`config.mk`:
```
export PLATFORM = sky130hd
export DESIGN_NAME = mem_port_arbiter_flat
export DESIGN_NICKNAME = d
export VERILOG_FILES = /design/src/rtl/mem_port_arbiter_pkg.sv /design/src/rtl/mem_port_arbiter_if.sv /design/src/rtl/mem_arb_pick.sv /design/src/rtl/mem_port_arbiter.sv /design/src/flat_wrapper.sv
export SDC_FILE = /design/constraint.sdc
export NUM_CORES = 1
export LEC_CHECK = 0
export BUFFER_PORTS_ARGS = -buffer_cell sky130_fd_sc_hd__clkbuf_2
export CORE_AREA = 2 2 199 201
export CTS_CLUSTER_DIAMETER = 200
export DETAILED_ROUTE_END_ITERATION = 12
export DIE_AREA = 0 0 201 203
export PLACE_DENSITY_LB_ADDON = 0.1
export SLEW_MARGIN = 20
export SYNTH_ARGS = -nofsm -noshare
export SYNTH_HDL_FRONTEND = slang
export SYNTH_HIERARCHICAL = 1
export SYNTH_SLANG_ARGS = --single-unit
export TNS_END_PERCENT = 30
```
`constraint.sdc`:
```
create_clock -name clk -period 14.55 [get_ports clk]
set_input_delay 0 -clock clk [delete_from_list [all_inputs] [get_ports clk]]
set_output_delay 0 -clock clk [all_outputs]
set_load 0.02 [all_outputs]
```
`src/rtl/mem_port_arbiter_pkg.sv`:
```
// Shared types for the fetch/data memory-port arbiter: access size encoding, FSM states, grant owner.
package mem_port_arbiter_pkg;

  typedef enum logic [2:0] {
    MSize_8bits  = 3'd0,
    MSize_16bits = 3'd1,
    MSize_32bits = 3'd2,
    MSize_64bits = 3'd3
  } MemSizeType;

  typedef enum logic [1:0] {
    ARB_IDLE,
    ARB_BUSY_I,
    ARB_BUSY_D
  } arb_state_t;

  typedef enum logic {
    GRANT_I,
    GRANT_D
  } arb_grant_t;

endpackage

```
`src/rtl/mem_port_arbiter_if.sv`:
```
// Requester (fetch I, data D) and memory-side handshakes of the arbiter in one bundle.
// slave is the arbiter's view; master is the view of the pipeline stages plus memory.
interface mem_port_arbiter_if #(
  parameter int ADDR_W = 64,
  parameter int DATA_W = 64,
  parameter int INST_W = 32
) ();
  import mem_port_arbiter_pkg::*;

  logic              flush;
  logic              i_valid;
  logic [ADDR_W-1:0] i_addr;
  logic              i_ready;
  logic [INST_W-1:0] i_data;
  logic              d_valid;
  logic [ADDR_W-1:0] d_addr;
  logic              d_write;
  MemSizeType        d_size;
  logic [7:0]        d_strobe;
  logic [DATA_W-1:0] d_wdata;
  logic              d_ready;
  logic [DATA_W-1:0] d_rdata;
  logic              m_valid;
  logic [ADDR_W-1:0] m_addr;
  logic              m_write;
  MemSizeType        m_size;
  logic [7:0]        m_strobe;
  logic [DATA_W-1:0] m_wdata;
  logic              m_ready;
  logic [DATA_W-1:0] m_rdata;
  logic              busy;

  modport slave (
    input  flush, i_valid, i_addr, d_valid, d_addr, d_write, d_size, d_strobe, d_wdata,
           m_ready, m_rdata,
    output i_ready, i_data, d_ready, d_rdata,
           m_valid, m_addr, m_write, m_size, m_strobe, m_wdata, busy
  );

  modport master (
    output flush, i_valid, i_addr, d_valid, d_addr, d_write, d_size, d_strobe, d_wdata,
           m_ready, m_rdata,
    input  i_ready, i_data, d_ready, d_rdata,
           m_valid, m_addr, m_write, m_size, m_strobe, m_wdata, busy
  );

endinterface

```
`src/rtl/mem_arb_pick.sv`:
```
// Round-robin pick between eligible fetch and data requesters; purely combinational.
// On contention the requester not served last wins.
module mem_arb_pick
  import mem_port_arbiter_pkg::*;
(
  input  logic       i_elig,
  input  logic       d_elig,
  input  arb_grant_t last_grant,
  output logic       grant_valid,
  output arb_grant_t grant
);

  always_comb begin
    grant_valid = i_elig || d_elig;
    grant       = GRANT_I;
    if (i_elig && d_elig) begin
      grant = (last_grant == GRANT_I) ? GRANT_D : GRANT_I;
    end else if (d_elig) begin
      grant = GRANT_D;
    end
  end

endmodule

```
`src/rtl/mem_port_arbiter.sv`:
```
// Shares one memory port between fetch (I) and data (D); one transaction in flight, stale fetches dropped.
// m_valid one cycle after grant, ready pulse one cycle after m_ready; requesters wait until sampled in IDLE.
module mem_port_arbiter
  import mem_port_arbiter_pkg::*;
#(
  parameter int ADDR_W = 64,
  parameter int DATA_W = 64,
  parameter int INST_W = 32
) (
  input logic               clk,
  input logic               reset,
  mem_port_arbiter_if.slave bus
);

  typedef struct packed {
    logic [ADDR_W-1:0] addr;
    logic              write;
    MemSizeType        size;
    logic [7:0]        strobe;
    logic [DATA_W-1:0] wdata;
  } mem_req_t;

  arb_state_t        state, state_nxt;
  arb_grant_t        last_grant, grant;
  logic              grant_valid, abort, i_elig, d_elig;
  mem_req_t          req_q, i_req, d_req;
  logic              i_ready_q, d_ready_q;
  logic [INST_W-1:0] i_data_q;
  logic [DATA_W-1:0] d_rdata_q;

  // A redirect in the same cycle makes the fetch address stale, so it may not win.
  assign i_elig = bus.i_valid && !bus.flush;
  assign d_elig = bus.d_valid;

  mem_arb_pick u_pick (
    .i_elig      (i_elig),
    .d_elig      (d_elig),
    .last_grant  (last_grant),
    .grant_valid (grant_valid),
    .grant       (grant)
  );

  always_comb begin
    i_req        = '0;
    i_req.addr   = bus.i_addr;
    i_req.size   = MSize_32bits;
    d_req.addr   = bus.d_addr;
    d_req.write  = bus.d_write;
    d_req.size   = bus.d_size;
    d_req.strobe = bus.d_strobe;
    d_req.wdata  = bus.d_wdata;
  end

  always_ff @(posedge clk or posedge reset) begin
    if (reset) state <= ARB_IDLE;
    else       state <= state_nxt;
  end

  always_comb begin
    state_nxt = state;
    case (state)
      ARB_IDLE: begin
        if (grant_valid) state_nxt = (grant == GRANT_D) ? ARB_BUSY_D : ARB_BUSY_I;
      end
      ARB_BUSY_I, ARB_BUSY_D: begin
        if (bus.m_ready) state_nxt = ARB_IDLE;
      end
      default: state_nxt = ARB_IDLE;
    endcase
  end

  always_ff @(posedge clk or posedge reset) begin
    if (reset) begin
      last_grant <= GRANT_I;
      abort      <= 1'b0;
      req_q      <= '0;
      i_ready_q  <= 1'b0;
      i_data_q   <= '0;
      d_ready_q  <= 1'b0;
      d_rdata_q  <= '0;
    end else begin
      i_ready_q <= 1'b0;
      d_ready_q <= 1'b0;
      case (state)
        ARB_IDLE: begin
          if (grant_valid) begin
            last_grant <= grant;
            req_q      <= (grant == GRANT_D) ? d_req : i_req;
          end
        end
        ARB_BUSY_I: begin
          // The bus transaction always completes; a flushed fetch just loses its ready pulse.
          if (bus.m_ready) begin
            i_ready_q <= !(abort || bus.flush);
            i_data_q  <= bus.m_rdata[INST_W-1:0];
            abort     <= 1'b0;
          end else if (bus.flush) begin
            abort <= 1'b1;
          end
        end
        ARB_BUSY_D: begin
          if (bus.m_ready) begin
            d_ready_q <= 1'b1;
            d_rdata_q <= bus.m_rdata;
          end
        end
        default: ;
      endcase
    end
  end

  always_comb begin
    bus.busy     = (state != ARB_IDLE);
    bus.m_valid  = (state != ARB_IDLE);
    bus.m_addr   = req_q.addr;
    bus.m_write  = req_q.write;
    bus.m_size   = req_q.size;
    bus.m_strobe = req_q.strobe;
    bus.m_wdata  = req_q.wdata;
    bus.i_ready  = i_ready_q;
    bus.i_data   = i_data_q;
    bus.d_ready  = d_ready_q;
    bus.d_rdata  = d_rdata_q;
  end

endmodule

```
`src/flat_wrapper.sv`:
```
// flat-port wrapper written by rule: the top's interface ports become plain ports
module mem_port_arbiter_flat import mem_port_arbiter_pkg::*;
#(
  parameter int ADDR_W = 64,
  parameter int DATA_W = 64,
  parameter int INST_W = 32
)
  (clk, reset, bus_flush, bus_i_valid, bus_i_addr, bus_d_valid, bus_d_addr, bus_d_write, bus_d_size, bus_d_strobe, bus_d_wdata, bus_m_ready, bus_m_rdata, bus_i_ready, bus_i_data, bus_d_ready, bus_d_rdata, bus_m_valid, bus_m_addr, bus_m_write, bus_m_size, bus_m_strobe, bus_m_wdata, bus_busy);
  mem_port_arbiter_if #(.ADDR_W(ADDR_W), .DATA_W(DATA_W), .INST_W(INST_W)) bus_i ();
  input logic clk;
  input logic reset;
  input wire logic [$bits(bus_i.flush)-1:0] bus_flush;
  input wire logic [$bits(bus_i.i_valid)-1:0] bus_i_valid;
  input wire logic [$bits(bus_i.i_addr)-1:0] bus_i_addr;
  input wire logic [$bits(bus_i.d_valid)-1:0] bus_d_valid;
  input wire logic [$bits(bus_i.d_addr)-1:0] bus_d_addr;
  input wire logic [$bits(bus_i.d_write)-1:0] bus_d_write;
  input wire logic [$bits(bus_i.d_size)-1:0] bus_d_size;
  input wire logic [$bits(bus_i.d_strobe)-1:0] bus_d_strobe;
  input wire logic [$bits(bus_i.d_wdata)-1:0] bus_d_wdata;
  input wire logic [$bits(bus_i.m_ready)-1:0] bus_m_ready;
  input wire logic [$bits(bus_i.m_rdata)-1:0] bus_m_rdata;
  output wire logic [$bits(bus_i.i_ready)-1:0] bus_i_ready;
  output wire logic [$bits(bus_i.i_data)-1:0] bus_i_data;
  output wire logic [$bits(bus_i.d_ready)-1:0] bus_d_ready;
  output wire logic [$bits(bus_i.d_rdata)-1:0] bus_d_rdata;
  output wire logic [$bits(bus_i.m_valid)-1:0] bus_m_valid;
  output wire logic [$bits(bus_i.m_addr)-1:0] bus_m_addr;
  output wire logic [$bits(bus_i.m_write)-1:0] bus_m_write;
  output wire logic [$bits(bus_i.m_size)-1:0] bus_m_size;
  output wire logic [$bits(bus_i.m_strobe)-1:0] bus_m_strobe;
  output wire logic [$bits(bus_i.m_wdata)-1:0] bus_m_wdata;
  output wire logic [$bits(bus_i.busy)-1:0] bus_busy;
  assign bus_i.flush = bus_flush;
  assign bus_i.i_valid = bus_i_valid;
  assign bus_i.i_addr = bus_i_addr;
  assign bus_i.d_valid = bus_d_valid;
  assign bus_i.d_addr = bus_d_addr;
  assign bus_i.d_write = bus_d_write;
  assign bus_i.d_size = bus_d_size;
  assign bus_i.d_strobe = bus_d_strobe;
  assign bus_i.d_wdata = bus_d_wdata;
  assign bus_i.m_ready = bus_m_ready;
  assign bus_i.m_rdata = bus_m_rdata;
  assign bus_i_ready = bus_i.i_ready;
  assign bus_i_data = bus_i.i_data;
  assign bus_d_ready = bus_i.d_ready;
  assign bus_d_rdata = bus_i.d_rdata;
  assign bus_m_valid = bus_i.m_valid;
  assign bus_m_addr = bus_i.m_addr;
  assign bus_m_write = bus_i.m_write;
  assign bus_m_size = bus_i.m_size;
  assign bus_m_strobe = bus_i.m_strobe;
  assign bus_m_wdata = bus_i.m_wdata;
  assign bus_busy = bus_i.busy;
  mem_port_arbiter #(.ADDR_W(ADDR_W), .DATA_W(DATA_W), .INST_W(INST_W)) u_core (.clk(clk), .reset(reset), .bus(bus_i));
endmodule
```
# After elaboration in Yosys (flattened, before gate mapping)
# Cells that the tools add are included.
totals:
  reg_bits: 242
  inputBits: 274
  output_inout_bits: 240
  elab_cells: 45
op_classes:
  eq_ne: 4
  muxes: 14
  n_reduce_logical: 15
ops:
  columns: ["cell", "n"]
  rows:
  - ["$mux 140", 1]
  - ["$reduce_and 2->1", 5]
  - ["$mux 1", 9]
  - ["$mux 2", 3]
  - ["$pmux 2 s2", 1]
  - ["$reduce_bool 2->1", 2]
  - ["$eq 2x1->1 const B", 1]
  - ["$eq 2x2->1 const B", 1]
  - ["$logic_and 1x1->1", 2]
  - ["$logic_not 1->1", 2]
  - ["$logic_not 2->1", 1]
  - ["$logic_or 1x1->1", 2]
  - ["$ne 2x1->1 const B", 1]
  - ["$ne 2x2->1 const B", 1]
  - ["$reduce_or 2->1", 1]

# Longest topological paths before layout
# Gate-level depths: netlist of run 1.
logic_depth:
  word_depth: 7
  ltp_mapped: 8
  ltp_nobuf: 5

# Modules after synthesis
# The synthesis of run 1 kept the hierarchy.
by_module_without_submodules:
  columns: ["mod", "instances", "cells_per_inst", "area_each_um2", "seq_area_each_um2"]
  rows:
  - ["mem_port_arbiter", 1, 840, 9968.3, 6055.8]
  - ["mem_arb_pick", 1, 2, 13.8, 0.0]

# Worst setup path before layout of run 1
# Ideal clock, no wire load.
synth_timing:
  path_kind: "register to register"
  from: "register u_core.state[1]"
  to: "register u_core.i_data_q[0] (netlist: u_core/bus.i_data[0])"
  setup_time_ps: 125
  arrival_ps: 1306
  required_time_ps: 14425
  setup_slack_ps: 13119
  stages_incl_launch_ff: 6
  path_buffers: 1
  synth_period_minus_slack_ps: 1431
  cell_sequence: "dfrtp_1 inv_1 ha_1 nand2_1 buf_2 mux2_2"
synth_via:
  elab_chain_cells: 2
synth_rtl:
  columns: ["element", "line_no", "source"]
  rows:
  - ["from (decl)", "mem_port_arbiter.sv:23", "arb_state_t state, state_nxt;"]
  - ["from (signal assigned)", "mem_port_arbiter.sv:56", "else state <= state_nxt;"]
  - ["$eq 2x1->1", "mem_port_arbiter.sv:84", "case (state)"]
  - ["$reduce_and 2->1 (no source line)", null, null]
  - ["to (signal assigned)", "mem_port_arbiter.sv:95", "i_data_q <= bus.m_rdata[INST_W-1:0];"]
  - ["to (decl)", "mem_port_arbiter.sv:28", "logic [INST_W-1:0] i_data_q;"]
# Every way passes these cells.
# A chain may end at the register's enable or synchronous reset.

# Final worst setup path of run 1
layout_timing:
  from: "register u_core.last_grant"
  to: "register u_core.req_q, in the netlist u_core/bus.m_addr[36]"
layout_via:
  elab_chain_cells: 3
layout_rtl:
  columns: ["element", "line_no", "source"]
  rows:
  - ["from (decl)", "mem_port_arbiter.sv:24", "arb_grant_t last_grant, grant;"]
  - ["from (signal assigned)", "mem_port_arbiter.sv:87", "last_grant <= grant;"]
  - ["$mux 1", "mem_arb_pick.sv:17", "grant = (last_grant == GRANT_I) ? GRANT_D : GRANT_I;"]
  - ["$mux 1", "mem_arb_pick.sv:16", "if (i_elig && d_elig) begin"]
  - ["named net u_core.grant", "mem_port_arbiter.sv:24", null]
  - ["$mux 140", "mem_port_arbiter.sv:88", "req_q <= (grant == GRANT_D) ? d_req : i_req;"]
  - ["to (signal assigned)", "mem_port_arbiter.sv:88", null]
  - ["to (decl)", "mem_port_arbiter.sv:26", "mem_req_t req_q, i_req, d_req;"]
# The timed path passes the listed nets, and every way through them passes these cells.

==> results by group, run 1 <==
Layout
  • P&R area growth vs syn: 68.7%
  • # diodes: 0
  • Fin nets: 1893
  • Layout cells sized above 1: 0.411

GRT
  • Vias in the first global route: 9606
  • Total GRT Usage: 0.173
  • GRT Residual Overflow: 0
  • Pin count of the biggest net entering global routing: 124
  • Global-route wire length before repair: 55600 microns
  • Initial antenna violation count: 0

Timing
  • RSZ-0062 raised after global routing: false
  • Worst-margin pin slew: 1.12 ns
  • Pins Over Slew Limit: 0
  • Fin crit share: 0.235
  • Worst slew margin: 0.251
  • Clk_skew: ~0.013 ns
  • Final Critical Period: 3.42 ns
  • Final Hold Fails: 0
  • Timing-limited maximum frequency: 292 MHz
  • Final setup vio count: 0
  • Setup TNS Final: 0 ns
  • Setup ws final: 11.13 ns

Pwr
  • Pwr dens: 211 nW/um^2
  • VDD IR max: 91.5 uV
  • P_leak: 8.90 nW

Yosys
  • Post-synth EDFFs: 0
  • Synth area leaders: dfrtp_1 (61%), nand2_1 (8.3%), mux2_4 (7.4%), mux2i_1 (6.4%), mux2_2 (5.3%)
  • Primary FF master, synth: dfrtp_1
  • Post-synth cell types: 24
  • Syn avg cell area: around 12 sq um
  • Gate Count Post-Synth: 842
  • Syn Nets: 1119
  • Synthesized area: around 10000 sq um
  • Top cell type's share of synthesized area: 0.607
  • Area leader, netlist: dfrtp_1
  • Cell with the most instances after synthesis: dfrtp_1
  • Seq/Total Area, Yosys: 0.607
  • FFs w/ async S/R, synth: 1.00
  • Most frequent cells after synthesis: dfrtp_1 (242), nand2_1 (221), nand3_1 (75)
  • Yosys warns: 6
  • Yosys reg bits: 242

CTS
  • CTS tree: yes
  • Root buffer cell: clkbuf_16
  • TritonCTS Buffers: 30
  • H-Tree Depth: 1
  • Clock Path Buffers: 3
  • Worst-path clk slew: 0.06 ns
  • Post-CTS Setup Bufs: 0
  • Resize count post-CTS: 0
  • Hold buffers post-CTS: 278
  • Clock tree sinks: about 240
  • Worst-skew pair later-pin latency: about 0.55 ns

Detailed routing
  • 1st-iter DRT viols: 355
  • DR pass1 iterations: 4
  • Vias: ~9000
  • Routed len/inst: 16.7 microns
  • Drt via density: 4.23
  • Post-route ant nets: 0
  • Total routed wirelength: 36100 microns
  • Post-route DRC: 0

Floorplan
  • Area of the core: between 30000 and 40000 sq um
  • Die Width: 201 microns
  • FP Rows: 72
  • Starting Density: 0.259
  • Die area: 40800 sq um
  • I/O Pins: 514
  • Die Ht: approximately 200 microns

Hold path
  • Worst Hold Class: in -> reg

Placed design
  • HPWL Detailed: around 25000 microns
  • Place WS: approximately 12 ns
  • Routability cong.: between 0.7 and 0.8
  • I/O Buffers: ~500

Critical path
  • Crit Path Class: reg -> reg
  • Startpoint types: flop
  • Crit path required time: 14.94 ns
  • Critical Path AT: 3.82 ns
  • Worst setup EP type: flop
  • Crit path max fanout: 83

Status
  • Status: complete, no violations

Job
  • Max_cap viols: 0
## final cells by class
cell class	instances	area [sq um]
Fill cell	3802	21600
Sequential cell	242	6060
Timing Repair Buffer	800	5420
Multi-Input combinational cell	536	3580
Clock buffer	43	891
Tap cell	518	648
Clock inverter	12	218
Inverter	6	30.0
## cells by family after synthesis
| group | count (synthesis) | synth area share |
|---|---|---|
| simple gates | 302 | 0.124 |
| flops | 242 | 0.607 |
| mux | 160 | 0.191 |
| compound gates | 71 | 0.0369 |
| buf+inv | 64 | 0.0377 |
| fa+ha+maj | 3 | 0.00376 |
## where the power goes
group	leakage [nW]	total (W)	internal [W]	switching, W
Clock	0.547	0.000828	0.000530	0.000298
Sequential	3.00	0.00118	0.00100	0.000178
Combinational	5.35	0.00155	0.000593	0.000955
## placed cells by master, fill, tap and decap left out, drive strengths merged
master / synthesis / final
nor3: 1 / 1
nand2: 221 / 221
a21oi: 2 / 2
ha: 3 / 3
a21boi: 1 / 1
o2bb2ai: 1 / 1
nor2: 1 / 1
a31oi: 1 / 1
bufinv: 0 / 6
buf: 52 / 9
nand2b: 1 / 1
dfrtp: 242 / 242
dlygate4sd3: 0 / 278
inv: 6 / 7
and2: 1 / 1
mux2: 96 / 96
nor2b: 1 / 1
clkinv: 0 / 5
a32o: 1 / 1
or2: 1 / 1
mux2i: 64 / 64
o21ai: 65 / 65
clkbuf: 6 / 556
nand3: 75 / 75
## worst max-delay path: stages (launching register included)
cell and delay [ns]:
dfrtp_1 0.41, a21boi_4 0.15, buf_4 0.71, buf_4 0.90, mux2i_1 0.27, dlygate4sd3_1 0.58
o21ai_0 0.08
## through the flow
step	power (W)	hold WS, ns	util	cells	cell area (sq um)
2_1_floorplan	0.00211	0.0735	-	842	9980
3_3_place_gp	0.00266	0.230	0.337	1824	12900
3_5_place_dp	0.00267	0.234	0.337	1824	12900
4_1_cts	0.00361	0.00234	0.438	2157	16800
5_1_grt	0.00377	0.0847	0.438	2157	16800
6_report	0.00356	0.0371	0.438	2157	16800
## worst paths after layout
kind | from | to | slack [ns] | cells after the start
worst max register to register | u_core/last_grant | u_core/bus.m_addr[36] | 11.13 | 6
worst min register to register | u_core/abort | u_core/bus.i_ready | 0.45 | 1
worst min-delay path | bus_d_valid | u_core/state[0] | 0.04 | 4
min in group asynchronous | reset | u_core/bus.i_data[10] | 0.23 | 3
max in group asynchronous | reset | u_core/bus.d_rdata[6] | 12.88 | 4
worst max-delay path | u_core/last_grant | u_core/bus.m_addr[36] | 11.13 | 6
## state kept, by name, indices dropped and copies added (netlist names)
register	cells
u_core/last_grant	1
u_core/bus.d_rdata	64
u_core/bus.i_ready	1
u_core/bus.m_strobe	8
u_core/bus.m_size	3
u_core/abort	1
u_core/bus.m_addr	64
u_core/bus.m_wdata	64
u_core/bus.d_ready	1
u_core/bus.m_write	1
u_core/bus.i_data	32
u_core/state	2
## per-layer routing
metal | vias up | wire (microns) | GRT usage
met5 | - | 0 | 0
met3 | 53 | 2210 | 0.0366
met4 | 0 | 994 | 0.0556
li1 | 4381 | - | -
met1 | 4369 | 14800 | 0.210
met2 | 331 | 18000 | 0.304
(Power assumes the default switching activity.)
==> run 2, diff against run 1 <==
- clock period: 14.55 -> 3.4 ns (I/O delays scaled with it)
==> results by group, run 2 (synthesis gave the netlist of run 1 again) <==
Floorplan
  • Area of the core: 38500 sq um
  • FP Rows: 72
  • Die area: about 40000 sq um
  • I/O Pins: roughly 500
  • Die Width: 201 microns
  • Starting Density: 0.259
  • Die Ht: 203 microns

GRT
  • Vias in the first global route: 9492
  • GRT Residual Overflow: 0
  • Initial antenna violation count: 0
  • Total GRT Usage: 0.165
  • Pin count of the biggest net entering global routing: 93
  • Global-route wire length before repair: about 53000 microns

Critical path
  • Worst setup EP type: flop
  • Startpoint types: flop
  • Crit path required time: approximately 3.8 ns
  • R2R cell count: 5
  • Crit path max fanout: 56
  • Critical Path AT: 2.63 ns
  • Crit Path Class: reg -> reg

Pwr
  • Design Power: 0.0144 W
  • P_leak: 8.79 nW
  • Pwr dens: 869 nW/um^2
  • VDD IR max: about 430 uV

Timing
  • Setup TNS Final: 0 ns
  • Final Hold Fails: 0
  • Clk_skew: 0.00813 ns
  • Fin crit share: 0.666
  • Worst slew margin: 0.291
  • RSZ-0062 raised after global routing: false
  • Pins Over Slew Limit: 0
  • Worst-margin pin slew: 1.06 ns
  • Final setup vio count: 0
  • Final Critical Period: roughly 2.3 ns
  • Timing-limited maximum frequency: 442 MHz

Hold path
  • Worst Hold Class: in -> reg
  • Min-Delay Path Depth: 4

Layout
  • Layout cells sized above 1: 0.411
  • P&R area growth vs syn: 66.5%
  • Fin nets: approximately 1900
  • Most frequent cells in the layout: clkbuf_2 (513), dlygate4sd3_1 (272), dfrtp_1 (242)
  • # diodes: 0
  • Commonest non-fill, non-tap cell in the layout: clkbuf_2
  • Fillers: roughly 3800

Detailed routing
  • Post-route DRC: 0
  • Vias: 8966
  • 1st-iter DRT viols: 356
  • Routed len/inst: around 16 microns
  • DR pass1 iterations: 4
  • Drt via density: 4.18
  • Total routed wirelength: 34700 microns
  • Post-route ant nets: 0

CTS
  • H-Tree Depth: 1
  • CTS tree: yes
  • Worst-path clk slew: 0.06 ns
  • Clock tree sinks: 242
  • Post-CTS Setup Bufs: 0
  • Root buffer cell: clkbuf_16
  • Clock Path Buffers: 3
  • TritonCTS Buffers: 29
  • Worst-skew pair later-pin latency: 0.54 ns

Status
  • Status: complete, no violations

Job
  • Max_cap viols: 0

Placed design
  • Routability cong.: slightly below 0.8
  • HPWL Detailed: 24100 microns
  • I/O Buffers: slightly above 500
==> run 2: changes by cell type in the layout (fill, tap and decap cells not counted), sizes merged <==
cell         previous run  this run
buf                     9        12
clkinvlp                0         2
bufinv                  6         0
clkbuf                556       553
inv                     7         6
dlygate4sd3           278       272
==> run 2: final timing paths <==
check / startpoint / to / slack [ns]
max in group asynchronous: reset / u_core/bus.m_wdata[13] / 1.92
hold reg to reg: u_core/abort / u_core/bus.i_ready / 0.43
min in group asynchronous: reset / u_core/bus.d_rdata[39] / 0.62
hold / removal: bus_d_valid / u_core/state[0] / 0.06
setup / recovery: u_core/last_grant / u_core/bus.m_addr[63] / 1.14
setup reg to reg: u_core/last_grant / u_core/bus.m_addr[63] / 1.14
==> run 2: stage by stage <==
stage | area [sq um] | util | hold WS (ns) | worst slack [ns] | instances
4_1_cts | 16600 | 0.432 | 0.0113 | 1.12 | 2146
3_3_place_gp | 13000 | 0.339 | 0.0140 | 1.28 | 1827
2_1_floorplan | 9990 | - | 0.0735 | 0.224 | 842
5_1_grt | 16600 | 0.432 | 0.0600 | 0.982 | 2146
3_5_place_dp | 13000 | 0.339 | 0.00188 | 1.23 | 1827
6_report | 16600 | 0.432 | 0.0579 | 1.14 | 2146
==> run 2: layer usage <==
layer / vias up / track usage / part of all wire
li1: 4351 / - / -
met1: 4208 / 0.194 / 0.40
met2: 343 / 0.295 / 0.50
met3: 64 / 0.0392 / 0.070
met4: 0 / 0.0534 / 0.029
met5: - / 0 / 0
==> run 2: report_power, final <==
group	switching, W	internal, W
combinational	0.00404	0.00251
sequential	0.000737	0.00429
clock	0.00120	0.00167
==> run 2: area by class of cell <==
class                           instances  area, sq um  share of cell area
Multi-Input combinational cell        536         3580               0.215
Tap cell                              518          648              0.0390
Sequential cell                       242         6060               0.364
Timing Repair Buffer                  797         5440               0.327
Inverter                                6         26.3             0.00158
Clock buffer                           40          827              0.0498
Clock inverter                          7         41.3             0.00248
==> run 2: timing repair <==
item | in CTS | in global routing
hold endpoints to repair | 482 | 0
gates resized for setup | 0 | 0
hold buffers | 272 | 0
==> run 2: critical path, stage by stage (launching register included) <==
cell	delay, ns
dfrtp_1	0.41
a21boi_4	0.20
buf_4	0.53
mux2i_1	0.26
dlygate4sd3_1	0.56
o21ai_0	0.08
